<file path="config.mk">
export PLATFORM = sky130hd
export DESIGN_NAME = gauss_pass_sequencer_flat
export DESIGN_NICKNAME = d
export VERILOG_FILES = /design/src/rtl/gauss_pass_sequencer_if.sv /design/src/rtl/gauss_pass_sequencer.sv /design/src/flat_wrapper.sv
export SDC_FILE = /design/constraint.sdc
export NUM_CORES = 1
export LEC_CHECK = 0
export BUFFER_PORTS_ARGS = -buffer_cell sky130_fd_sc_hd__buf_2
export CAP_MARGIN = 20
export CORE_UTILIZATION = 45
export DETAILED_ROUTE_END_ITERATION = 6
export GPL_ROUTABILITY_DRIVEN = 0
export PLACE_DENSITY = 0.72
export SLEW_MARGIN = 20
export SYNTH_ARGS = -nofsm -noshare
export SYNTH_HDL_FRONTEND = slang
export SYNTH_SLANG_ARGS = --single-unit
</file>
<file path="constraint.sdc">
create_clock -name clk -period 2.31 [get_ports clk]
set_input_delay 0.1155 -clock clk [delete_from_list [all_inputs] [get_ports clk]]
set_output_delay 0.1155 -clock clk [all_outputs]
set_load 0.01 [all_outputs]
</file>
<file path="src/rtl/gauss_pass_sequencer_if.sv">
// Control and RAM-address bus between the pass sequencer,
// the ping-pong matrix RAM and the systolic elimination chain.
interface gauss_pass_sequencer_if #(
  parameter int unsigned AW = 7
);
  logic          go;
  logic          busy;
  logic          done;
  logic          result_bank;
  logic          rd_en;
  logic [AW-1:0] rd_addr;
  logic          arr_valid;
  logic          row_start;
  logic          row_finish;
  logic          first_pass;
  logic          pass_thru;
  logic          wr_en;
  logic [AW-1:0] wr_addr;

  modport master (
    input  go,
    output busy, done, result_bank,
    output rd_en, rd_addr,
    output arr_valid, row_start, row_finish, first_pass, pass_thru,
    output wr_en, wr_addr
  );

  modport slave (
    output go,
    input  busy, done, result_bank,
    input  rd_en, rd_addr,
    input  arr_valid, row_start, row_finish, first_pass, pass_thru,
    input  wr_en, wr_addr
  );
endinterface

</file>
<file path="src/rtl/gauss_pass_sequencer.sv">
// Runs ceil(N_R/DEPTH) elimination passes over a ping-pong RAM, streaming every row
// column-serially through the cell chain and writing the chain output to the other bank.
module gauss_pass_sequencer #(
  parameter int unsigned N_R      = 8,
  parameter int unsigned N_C      = 8,
  parameter int unsigned DEPTH    = 4,
  parameter int unsigned RD_LAT   = 1,
  parameter int unsigned PIPE_LAT = 4
) (
  input  logic                   clk,
  input  logic                   rst,
  gauss_pass_sequencer_if.master bus
);
  localparam int unsigned RW        = $clog2(N_R);
  localparam int unsigned CW        = $clog2(N_C);
  localparam int unsigned AW        = 1 + RW + CW;
  localparam int unsigned NUM_PASS  = (N_R + DEPTH - 1) / DEPTH;
  localparam int unsigned PW        = (NUM_PASS > 1) ? $clog2(NUM_PASS) : 1;
  localparam int unsigned WR_LAT    = RD_LAT + PIPE_LAT;
  localparam int unsigned DW        = $clog2(WR_LAT + 1);
  localparam int unsigned CTRL_W    = 5;
  localparam int unsigned B_VALID   = 4;
  localparam int unsigned B_RSTART  = 3;
  localparam int unsigned B_RFINISH = 2;
  localparam int unsigned B_FIRST   = 1;
  localparam int unsigned B_THRU    = 0;

  typedef enum logic [1:0] {S_IDLE, S_RUN, S_DRAIN, S_DONE} state_t;

  state_t              state_q, state_d;
  logic [PW-1:0]       pass_q, pass_d;
  logic                bank_q, bank_d;
  logic [RW-1:0]       row_q, row_d;
  logic [CW-1:0]       col_q, col_d;
  logic [DW-1:0]       drain_q, drain_d;
  logic                busy_q, busy_d;
  logic                done_q, done_d;
  logic                result_bank_q, result_bank_d;
  logic [AW-1:0]       rd_addr_q, rd_addr_d;
  logic [CTRL_W-1:0]   iss_q, iss_d;

  logic [CTRL_W-1:0]   ctrl_sr  [RD_LAT];
  logic [AW-1:0]       waddr_sr [WR_LAT];
  logic                wv_sr    [PIPE_LAT];
  logic [AW-1:0]       waddr_in_c;

  // State, counters and the issue-stage (RUN cycle) read strobe/flags
  always_ff @(posedge clk) begin
    if (rst) begin
      state_q       <= S_IDLE;
      pass_q        <= '0;
      bank_q        <= 1'b0;
      row_q         <= '0;
      col_q         <= '0;
      drain_q       <= '0;
      busy_q        <= 1'b0;
      done_q        <= 1'b0;
      result_bank_q <= 1'b0;
      rd_addr_q     <= '0;
      iss_q         <= '0;
    end else begin
      state_q       <= state_d;
      pass_q        <= pass_d;
      bank_q        <= bank_d;
      row_q         <= row_d;
      col_q         <= col_d;
      drain_q       <= drain_d;
      busy_q        <= busy_d;
      done_q        <= done_d;
      result_bank_q <= result_bank_d;
      rd_addr_q     <= rd_addr_d;
      iss_q         <= iss_d;
    end
  end

  always_comb begin
    state_d       = state_q;
    pass_d        = pass_q;
    bank_d        = bank_q;
    row_d         = row_q;
    col_d         = col_q;
    drain_d       = drain_q;
    busy_d        = busy_q;
    done_d        = 1'b0;
    result_bank_d = result_bank_q;
    rd_addr_d     = '0;
    iss_d         = '0;

    unique case (state_q)
      S_IDLE: begin
        if (bus.go) begin
          pass_d  = '0;
          bank_d  = 1'b0;
          row_d   = '0;
          col_d   = '0;
          busy_d  = 1'b1;
          state_d = S_RUN;
        end
      end
      S_RUN: begin
        if (col_q == CW'(N_C - 1)) begin
          col_d = '0;
          if (row_q == RW'(N_R - 1)) begin
            row_d   = '0;
            drain_d = '0;
            state_d = S_DRAIN;
          end else begin
            row_d = row_q + 1'b1;
          end
        end else begin
          col_d = col_q + 1'b1;
        end
      end
      // Hold off the next pass until the last write of this one has left the pipe
      S_DRAIN: begin
        if (drain_q == DW'(WR_LAT - 1)) begin
          if (pass_q == PW'(NUM_PASS - 1)) begin
            state_d = S_DONE;
          end else begin
            pass_d  = pass_q + 1'b1;
            bank_d  = ~bank_q;
            state_d = S_RUN;
          end
        end else begin
          drain_d = drain_q + 1'b1;
        end
      end
      S_DONE: begin
        busy_d        = 1'b0;
        done_d        = 1'b1;
        result_bank_d = ~bank_q;
        state_d       = S_IDLE;
      end
      default: state_d = S_IDLE;
    endcase

    if (state_d == S_RUN) begin
      rd_addr_d = {bank_d, row_d, col_d};
      iss_d     = {1'b1, col_d == '0, col_d == CW'(N_C - 1), pass_d == '0,
                   32'(row_d) < 32'(pass_d) * DEPTH};
    end
  end

  // Write address leaves the read stage already retargeted at the other bank
  assign waddr_in_c = iss_q[B_VALID] ? {~rd_addr_q[AW-1], rd_addr_q[AW-2:0]} : '0;

  always_ff @(posedge clk) begin
    if (rst) begin
      for (int i = 0; i < RD_LAT; i++)   ctrl_sr[i]  <= '0;
      for (int i = 0; i < WR_LAT; i++)   waddr_sr[i] <= '0;
      for (int i = 0; i < PIPE_LAT; i++) wv_sr[i]    <= 1'b0;
    end else begin
      ctrl_sr[0]  <= iss_q;
      waddr_sr[0] <= waddr_in_c;
      wv_sr[0]    <= ctrl_sr[RD_LAT-1][B_VALID];
      for (int i = 1; i < RD_LAT; i++)   ctrl_sr[i]  <= ctrl_sr[i-1];
      for (int i = 1; i < WR_LAT; i++)   waddr_sr[i] <= waddr_sr[i-1];
      for (int i = 1; i < PIPE_LAT; i++) wv_sr[i]    <= wv_sr[i-1];
    end
  end

  assign bus.busy        = busy_q;
  assign bus.done        = done_q;
  assign bus.result_bank = result_bank_q;
  assign bus.rd_en       = iss_q[B_VALID];
  assign bus.rd_addr     = rd_addr_q;
  assign bus.arr_valid   = ctrl_sr[RD_LAT-1][B_VALID];
  assign bus.row_start   = ctrl_sr[RD_LAT-1][B_RSTART];
  assign bus.row_finish  = ctrl_sr[RD_LAT-1][B_RFINISH];
  assign bus.first_pass  = ctrl_sr[RD_LAT-1][B_FIRST];
  assign bus.pass_thru   = ctrl_sr[RD_LAT-1][B_THRU];
  assign bus.wr_en       = wv_sr[PIPE_LAT-1];
  assign bus.wr_addr     = waddr_sr[WR_LAT-1];
endmodule

</file>
<file path="src/flat_wrapper.sv">
// flat-port wrapper written by rule: the top's interface ports become plain ports
module gauss_pass_sequencer_flat 
#(
  parameter int unsigned N_R      = 8,
  parameter int unsigned N_C      = 8,
  parameter int unsigned DEPTH    = 4,
  parameter int unsigned RD_LAT   = 1,
  parameter int unsigned PIPE_LAT = 4
)
  (clk, rst, bus_go, bus_busy, bus_done, bus_result_bank, bus_rd_en, bus_rd_addr, bus_arr_valid, bus_row_start, bus_row_finish, bus_first_pass, bus_pass_thru, bus_wr_en, bus_wr_addr);
  gauss_pass_sequencer_if #(.AW((7))) bus_i ();
  input  logic clk;
  input  logic rst;
  input wire logic [$bits(bus_i.go)-1:0] bus_go;
  output wire logic [$bits(bus_i.busy)-1:0] bus_busy;
  output wire logic [$bits(bus_i.done)-1:0] bus_done;
  output wire logic [$bits(bus_i.result_bank)-1:0] bus_result_bank;
  output wire logic [$bits(bus_i.rd_en)-1:0] bus_rd_en;
  output wire logic [$bits(bus_i.rd_addr)-1:0] bus_rd_addr;
  output wire logic [$bits(bus_i.arr_valid)-1:0] bus_arr_valid;
  output wire logic [$bits(bus_i.row_start)-1:0] bus_row_start;
  output wire logic [$bits(bus_i.row_finish)-1:0] bus_row_finish;
  output wire logic [$bits(bus_i.first_pass)-1:0] bus_first_pass;
  output wire logic [$bits(bus_i.pass_thru)-1:0] bus_pass_thru;
  output wire logic [$bits(bus_i.wr_en)-1:0] bus_wr_en;
  output wire logic [$bits(bus_i.wr_addr)-1:0] bus_wr_addr;
  assign bus_i.go = bus_go;
  assign bus_busy = bus_i.busy;
  assign bus_done = bus_i.done;
  assign bus_result_bank = bus_i.result_bank;
  assign bus_rd_en = bus_i.rd_en;
  assign bus_rd_addr = bus_i.rd_addr;
  assign bus_arr_valid = bus_i.arr_valid;
  assign bus_row_start = bus_i.row_start;
  assign bus_row_finish = bus_i.row_finish;
  assign bus_first_pass = bus_i.first_pass;
  assign bus_pass_thru = bus_i.pass_thru;
  assign bus_wr_en = bus_i.wr_en;
  assign bus_wr_addr = bus_i.wr_addr;
  gauss_pass_sequencer #(.N_R(N_R), .N_C(N_C), .DEPTH(DEPTH), .RD_LAT(RD_LAT), .PIPE_LAT(PIPE_LAT)) u_core (.clk(clk), .rst(rst), .bus(bus_i));
endmodule
</file>
---- After elaboration in Yosys (flattened, before gate mapping) ----
Memory sizes are Yosys's and may differ from the RTL's.
Index checks and enable logic that the tools add are counted.
operators by class
  add/sub/neg operators ................... 4
  magnitude comparators ................... 1
  equality and inequality tests ........... 12
  mux-type cells .......................... 44
  bitwise gates (word level) .............. 13
  reduce and logical (&&, ||, !) cells .... 8
operators with widths
  cell                   count
  $mux W7                6
  $mux W3                8
  $pmux W3 S2            3
  $mux W1                16
  $eq A3 B3 Y1 const B   4
  $mux W2                5
  $mux W5                2
  $add A3 B1 Y3 const B  3
  $or A1 B1 Y1           9
  $pmux W2 S4            1
  $pmux W1 S2            3
  $reduce_or A5 Y1       1
  $eq A2 B1 Y1 const B   2
  $eq A2 B2 Y1 const B   2
  $ne A2 B1 Y1 const B   2
  $ne A2 B2 Y1 const B   2
  $not A1 Y1             4
  $reduce_and A4 Y1      1
  $reduce_bool A2 Y1     2
  $logic_not A3 Y1       1
  $lt A3 B3 Y1           1
  $logic_not A2 Y1       1
  $reduce_and A2 Y1      1
  $reduce_or A2 Y1       1
  $add A1 B1 Y1 const B  1
storage, ports and cells
  register bits after elaboration ......... 28
  RAM bits ................................ 44
  input port bits ......................... 3
  output and inout bits ................... 24
  word-level logic and storage cells ...... 97
  memories kept ........................... 3
memories
  name             depth  bits a word  read ports  clocked after Yosys merged registers in  wr ports  line                        text
  u_core.waddr_sr  5      7            5           0                                        5         gauss_pass_sequencer.sv:43  logic [AW-1:0] waddr_sr [WR_LAT];
  u_core.ctrl_sr   1      5            1           0                                        1         gauss_pass_sequencer.sv:42  logic [CTRL_W-1:0] ctrl_sr [RD_LAT];
  u_core.wv_sr     4      1            4           0                                        4         gauss_pass_sequencer.sv:44  logic wv_sr [PIPE_LAT];

---- Depth between registers and ports, before layout ----
Gate-level depths: netlist of run 1.
  word-level depth ........................ 7
  depth in mapped cells ................... 7
  depth with buffers taken out ............ 6

---- Least setup slack after synthesis of run 1 ----
Ideal clock, no wire load.
  path type ............................... register to register
  from .................................... register u_core.col_q[0]
  to ...................................... register u_core.iss_q[2]
  library setup time ...................... 0.088 ns
  data arrival time ....................... 1.601 ns
  required time ........................... 2.222 ns
  path slack .............................. 0.621 ns
  stages on the path, launching flop included .. 8
  buffers on the path ..................... 1
  period minus slack after synthesis ...... 1.689 ns
  cell sequence ........................... dfxtp_1 > ha_1 > ha_1 > and3_1 > o32ai_4 > nand2_2 > buf_6 > nor4_4
on the way
  cells in the longest elaborated chain, start to end .. 6
  elaborated cells between the ends (all ways) .. 11
  classes of those cells .................. add/sub: 1; eq/ne: 3; mux: 5; bitwise: 1; reduce/logical: 1
RTL lines
  what                                                   line                        text
  start: declaration                                     gauss_pass_sequencer.sv:34  logic [CW-1:0] col_q, col_d;
  start signal: assignment                               gauss_pass_sequencer.sv:66  col_q <= col_d;
  branches (longest 6 deep; another with $add A3 B1 Y3)  -
  end signal: assignment                                 gauss_pass_sequencer.sv:72  iss_q <= iss_d;
  end: declaration                                       gauss_pass_sequencer.sv:40  logic [CTRL_W-1:0] iss_q, iss_d;
Parallel ways; which one is timed is not known.
A chain may end at the register's enable or synchronous reset.

---- Worst setup path in the final report of run 1 ----
  from .................................... register u_core.state_q[0]
  to ...................................... register u_core.iss_q[2]
on the way
  cells in the longest elaborated chain, start to end .. 6
  elaborated cells between the ends (all ways) .. 14
  classes of those cells .................. eq/ne: 5; mux: 6; bitwise: 1; reduce/logical: 2
RTL lines
  what                               line                         text
  start: declaration                 gauss_pass_sequencer.sv:30   state_t state_q, state_d;
  start signal: assignment           gauss_pass_sequencer.sv:62   state_q <= state_d;
  $mux W2                            gauss_pass_sequencer.sv:103  if (row_q == RW'(N_R - 1)) begin
  $mux W2                            gauss_pass_sequencer.sv:101  if (col_q == CW'(N_C - 1)) begin
  $pmux W2 S4                        gauss_pass_sequencer.sv:89   unique case (state_q)
  $eq A2 B1 Y1                       gauss_pass_sequencer.sv:137  if (state_d == S_RUN) begin
  $not A1 Y1 (no source line)        -
  $reduce_or A2 Y1 (no source line)  -
Parallel ways exist; a longest one is shown, timed or not.

==> results of run 1 <==
==> registers in the layout, summed over array words and instances, names as in the netlist <==
register / cells
u_core.bus.result_bank: 1
u_core.iss_q: 5
u_core.drain_q: 3
u_core.col_q: 3
u_core.bus.done: 1
u_core.wv_sr: 4
u_core.pass_q: 1
u_core.ctrl_sr: 5
u_core.waddr_sr: 35
u_core.bus.rd_addr: 7
u_core.bank_q: 1
u_core.state_q: 2
u_core.bus.busy: 1
u_core.row_q: 3
==> metal layers <==
metal | vias up | track usage, % | routed length [um]
met2 | 26 | 23.9 | 1600
li1 | 736 | - | -
met5 | - | 0 | 0
met4 | 0 | 8.81 | 85
met3 | 8 | 6.83 | 164
met1 | 648 | 14.4 | 1460
==> worst max-delay path, cell delays in order, from the launching register on <==
cell	delay (ns)
dfxtp_1	0.66
o21bai_2	0.25
o32ai_4	0.32
nand2_2	0.21
nor4_4	0.30
==> power by group through the flow <==
stage          Sequential, mW  Clock [mW]  Combinational, mW
2_1_floorplan            1.30           0             0.0551
3_3_place_gp             1.30           0             0.0652
3_5_place_dp             1.30           0             0.0665
4_1_cts                  1.27       0.858             0.0667
5_1_grt                  1.27       0.911             0.0730
6_report                 1.27       0.824             0.0652
==> final timing paths <==
check / from / end / slack, ns / depth (start not counted)
min: rst / u_core.state_q[0]$_SDFF_PP0_ / 0.07 / 2
min reg2reg: u_core.waddr_sr[0][11]$_SDFF_PP0_ / u_core.waddr_sr[0][18]$_SDFF_PP0_ / 0.43 / 1
max: u_core.state_q[0]$_SDFF_PP0_ / u_core.iss_q[2]$_SDFF_PP0_ / 0.49 / 4
max reg2reg: u_core.state_q[0]$_SDFF_PP0_ / u_core.iss_q[2]$_SDFF_PP0_ / 0.49 / 4
==> area by class of cell <==
class | instances | area share [%]
Sequential cell | 72 | 54.0
Multi-Input combinational cell | 122 | 30.7
Timing Repair Buffer | 27 | 5.15
Clock buffer | 11 | 4.92
Tap cell | 70 | 3.28
Clock inverter | 5 | 1.27
Inverter | 5 | 0.703
==> synthesized netlist by cell type <==
| cell | count | area share [%] |
|---|---|---|
| and4b_1 | 2 | 0.84 |
| dfxtp_1 | 72 | 60 |
| nor3_1 | 2 | 0.42 |
| a22o_1 | 4 | 1.5 |
| o32ai_4 | 1 | 1.2 |
| nand2_2 | 1 | 0.26 |
| nor3b_1 | 1 | 0.31 |
| nand3_1 | 3 | 0.63 |
| nand3b_1 | 1 | 0.31 |
| inv_1 | 5 | 0.78 |
| ha_1 | 7 | 3.7 |
| nor2b_1 | 44 | 12 |
| buf_6 | 3 | 1.4 |
| nand2b_1 | 1 | 0.26 |
| a22oi_1 | 3 | 0.94 |
| mux2i_1 | 2 | 0.84 |
| buf_4 | 7 | 2.2 |
| o21bai_1 | 1 | 0.31 |
| o21bai_2 | 1 | 0.47 |
| o21ai_0 | 3 | 0.63 |
| a32oi_1 | 2 | 0.73 |
| nor4_4 | 1 | 0.89 |
| or3b_4 | 1 | 0.47 |
| clkbuf_1 | 6 | 0.94 |
| a21oi_1 | 7 | 1.5 |
| nor4_1 | 1 | 0.26 |
| nor2_1 | 19 | 3.0 |
| xor2_1 | 1 | 0.37 |
| and2b_1 | 2 | 0.63 |
| nand2_1 | 4 | 0.63 |
| buf_2 | 1 | 0.21 |
| and2_1 | 6 | 1.6 |
| and3_1 | 1 | 0.26 |
==> cell families after synthesis <==
logic type	after synthesis	synth area share, %
buf+inv	22	5.54
xor+xnor	1	0.366
simple gates	90	22.2
fa+ha+maj	7	3.66
mux	2	0.836
flops	72	60.2
compound gates	22	7.16
==> impl_metrics.py, run 1 <==
metrics = {
    "status": {
        "status": "finished clean",
    },
    "clock_tree": {
        "cts-buffers-inserted": 9,
        "clock-sinks": 72,
        "postCtsHoldBufs": 0,
        "post_cts_buffers": 0,
        "cts_tree": "built",
        "cts.reportedPaths.clkPinSlew_ns": 0.07,
        "clock_latency_ns": 0.34,
        "post_cts_resized": 0,
        "cts_buffer_depth": 2,
        "root_buffer": "clkbuf_8",
        "cts_htree_levels": 3,
    },
    "power": {
        "p_comb_share_pct": 3.0,
        "intPower_mw": 1.67,
        "p_sw_share_pct": 22.7,
        "power_mw": 2.16,
        "clockPowerShare_pct": 38.2,
        "vdd_ir_drop_max_mv": 0.404,
        "p_leak_nw": 1.16,
        "seqPwrFrac_pct": 58.8,
        "p_per_area_mw_per_mm2": 808,
        "switching_power_mw": 0.489,
    },
    "drt": {
        "firstDrtPassIters": 4,
        "vias": 1418,
        "first_iter_violations": 24,
        "ant_nets": 0,
        "drt-total-wl_um": 3320,
        "wl_per_cell_um": 10.6,
        "route.detailed.drc": 0,
        "viasPerCell": 4.54,
    },
    "min_path": {
        "hold_path.class": "input port to flip-flop",
    },
    "timing": {
        "skew_ns": 0.00623,
        "worst_slew_pin_slew_ns": 0.539,
        "worst_hold_slack_ns": 0.0667,
        "fmax_ghz": 0.550,
        "hold_viol_final": 0,
        "finalCritPeriodShare_pct": 78.8,
        "final-setup-viol-count": 0,
        "max-slew-margin-rel_pct": 64.0,
        "grt_setup_unrepaired": "false",
        "maxSlewViolCount": 0,
        "period_minus_slack_ns": 1.82,
        "setup_tns_ns": 0,
        "worst_slack_ns": 0.490,
    },
    "grt": {
        "grt.total_usage_pct": 14.3,
        "globalRouteOverflowTotal": 0,
        "grt_first_pass_wirelength_um": 5700,
        "grt_pass1_vias": 1330,
        "antenna_found_initial": 0,
        "grt_start_max_net_pins": 53,
    },
    "placement": {
        "hpwl_um": 2110,
        "numPlacedInstances": 296,
        "placed_area_sq_mm": 0.00250,
        "numPortBuffers": 26,
        "post-place-ws_ns": 0.510,
    },
    "setup_path": {
        "crit_path_end_kind": "flip-flop",
        "worstPathArrival_ns": 2.08,
        "worstSetupPathType": "flip-flop to flip-flop",
        "cp.required_ns": 2.57,
        "path_max_fanout": 17,
        "worst_setup_path_start_kind": "flip-flop",
    },
    "finish": {
        "final_cell_mix": "dfxtp_1 (72), nor2b_1 (44), buf_2 (26), nor2_1 (19), clkbuf_8 (9)",
        "final_cell_count_no_fill": 312,
        "fillCellCount": 483,
        "fin_nets": 247,
        "final_common_cell": "dfxtp_1",
        "drive_above_1_share_pct": 19.0,
        "diodes": 0,
        "syn_to_final_growth_pct": 11.6,
        "final_area_sq_mm": 0.00267,
        "fin_util_pct": 52.3,
        "regArea_sq_mm": 0.00144,
        "multi_input_area_sq_um": 820,
    },
    "die": {
        "die_x_um": 74.9,
        "rows": 26,
        "io_pins": 27,
        "start_util_pct": 46.9,
        "core_sq_mm": 0.00511,
        "die-area_sq_mm": 0.00561,
        "die_h_um": 74.9,
    },
    "yosys": {
        "syn_area_sq_mm": 0.00239,
        "ys_types": 33,
        "ys_warn_count": 0,
        "synthesis.instances": 216,
        "syn_area_per_cell_sq_um": 11.1,
        "synthesis.nets": 226,
        "yosysSeqAreaShare_pct": 60.2,
        "synth_seq_cells": 72,
    },
    "flow_run": {
        "max-cap-violations": 0,
    },
}
Power figures use the tool's default switching activity.
==> run 2: changes to the inputs <==
clock period = 1.8 ns   (was 2.31 ns; I/O delays follow)
==> run 2 against run 1 <==
Against the previous run: count of clock-buffer cells in the layout up 1; hold slack lost 0.010 ns; non-clock buffer count rose by 5; die area is the same; fmax increased by 8.7%; critical path depth increased by 2; total power is 38% higher; flip-flop and latch count is the same; sequential share of layout area down 1.8 points; first-iteration DRC count rose by 58%; global-route usage about the same; critical path type unchanged; largest power group unchanged.
==> impl_metrics.py, run 2 (synthesized netlist as in run 1, its figures left out) <==
metrics = {
    "die": {
        "die_x_um": 74.9,
        "die-area_sq_mm": 0.00561,
        "die_h_um": 74.9,
        "start_util_pct": 46.9,
        "io_pins": 27,
        "core_sq_mm": 0.00511,
        "rows": 26,
    },
    "placement": {
        "placed_area_sq_mm": 0.00254,
        "numPlacedInstances": 301,
        "hpwl_um": 2120,
        "numPortBuffers": 26,
    },
    "drt": {
        "ant_nets": 0,
        "wl_met3_um": 144,
        "route.detailed.drc": 0,
        "first_iter_violations": 38,
        "firstDrtPassIters": 4,
        "wl_per_cell_um": 10.4,
        "drt-total-wl_um": 3300,
        "routed-wl-met2_um": 1590,
        "vias": 1440,
        "top_layer": "met4",
        "viasPerCell": 4.54,
        "wl_met1_um": 1490,
    },
    "clock_tree": {
        "cts_buffer_depth": 2,
        "cts_htree_levels": 3,
        "cts-buffers-inserted": 9,
        "cts.reportedPaths.clkPinSlew_ns": 0.07,
        "post_cts_buffers": 0,
        "clock_latency_ns": 0.34,
        "cts_tree": "built",
        "clock-sinks": 72,
        "root_buffer": "clkbuf_8",
    },
    "timing": {
        "worst_slew_pin_slew_ns": 0.519,
        "max-slew-margin-rel_pct": 65.4,
        "hold_viol_final": 0,
        "grt_setup_unrepaired": "false",
        "fmax_ghz": 0.597,
        "skew_ns": 0.00741,
        "finalCritPeriodShare_pct": 93.0,
        "setup_tns_ns": 0,
        "maxSlewViolCount": 0,
        "final-setup-viol-count": 0,
        "period_minus_slack_ns": 1.67,
    },
    "power": {
        "p_leak_nw": 1.21,
        "vdd_ir_drop_max_mv": 0.551,
        "p_per_area_mw_per_mm2": 1080,
    },
    "grt": {
        "antenna_found_initial": 0,
        "grt_first_pass_wirelength_um": 5660,
        "grt.total_usage_pct": 14.3,
        "globalRouteOverflowTotal": 0,
        "grt_pass1_vias": 1326,
        "grt_start_max_net_pins": 53,
    },
    "finish": {
        "final_cell_count_no_fill": 317,
        "fin_nets": 252,
        "final_area_sq_mm": 0.00276,
        "drive_above_1_share_pct": 21.9,
        "syn_to_final_growth_pct": 15.4,
        "final_common_cell": "dfxtp_1",
        "fin_util_pct": 54.1,
        "regMostFlops": "u_core.waddr_sr",
        "largest_reg_flops": 35,
        "fillCellCount": 451,
        "multi_input_area_sq_um": 831,
        "final_cell_mix": "dfxtp_1 (72), nor2b_1 (44), buf_2 (26), nor2_1 (19), clkbuf_8 (11)",
        "regArea_sq_mm": 0.00144,
        "diodes": 0,
    },
    "setup_path": {
        "worstSetupPathType": "flip-flop to flip-flop",
        "worst_setup_path_start_kind": "flip-flop",
        "cp.required_ns": 2.05,
        "worstPathArrival_ns": 1.93,
        "crit_path_end_kind": "flip-flop",
        "path_max_fanout": 8,
    },
    "status": {
        "status": "finished clean",
    },
    "min_path": {
        "hold_path.class": "input port to flip-flop",
    },
    "flow_run": {
        "max-cap-violations": 0,
    },
}
run 2: layout make-up:
class / instances / share of cell area [%]
timing repair buffer: 32 / 6.34
sequential: 72 / 52.2
inverter: 5 / 0.680
tap: 70 / 3.17
clock inverter: 4 / 1.90
clock buffer: 12 / 5.62
multi-input combinational: 122 / 30.1
run 2: metal layers:
| layer | vias to the layer above | GRT usage (%) |
|---|---|---|
| li1 | 752 | - |
| met1 | 656 | 14.9 |
| met2 | 24 | 22.6 |
| met3 | 8 | 6.56 |
| met4 | 0 | 10.5 |
| met5 | - | 0 |
run 2: path summary, 6_finish.rpt:
check | startpoint | endpoint | slack (ns) | depth (start not counted)
setup reg to reg | u_core.row_q[0]$_SDFF_PP0_ | u_core.iss_q[2]$_SDFF_PP0_ | 0.13 | 6
hold / removal | rst | u_core.state_q[0]$_SDFF_PP0_ | 0.06 | 2
setup / recovery | u_core.row_q[0]$_SDFF_PP0_ | u_core.iss_q[2]$_SDFF_PP0_ | 0.13 | 6
hold reg to reg | u_core.waddr_sr[0][26]$_SDFF_PP0_ | u_core.waddr_sr[0][33]$_SDFF_PP0_ | 0.43 | 1
run 2: through the flow:
| stage | hold WS, ns | setup slack, ns | total power [mW] |
|---|---|---|---|
| final | 0.0563 | 0.126 | 2.99 |
| after CTS | 0.0326 | 0.0514 | 3.04 |
| after floorplan | 0.287 | 0.111 | 1.73 |
| after global placement | 0.396 | 0.106 | 1.76 |
| after detailed placement | 0.399 | 0.0717 | 1.76 |
| after global routing | 0.0469 | 0.00596 | 3.12 |
run 2: power by group:
part | total, mW | switching, mW | internal, mW
sequential | 1.63 | 0.0103 | 1.61
combinational | 0.0975 | 0.0589 | 0.0386
clock | 1.26 | 0.546 | 0.718
total | 2.99 | 0.615 | 2.37
run 2: critical path, stage by stage, from the launching register on:
cell	delay, ns
dfxtp_1	0.33
ha_1	0.20
ha_1	0.24
and3_1	0.19
o32ai_4	0.25
nand2_4	0.13
nor4_4	0.26
run 2: what timing repair did:
| action | in CTS | in global routing |
|---|---|---|
| setup endpoints to repair | 0 | 6 |
| gates resized for setup | 0 | 3 |
| hold buffers | 0 | 0 |
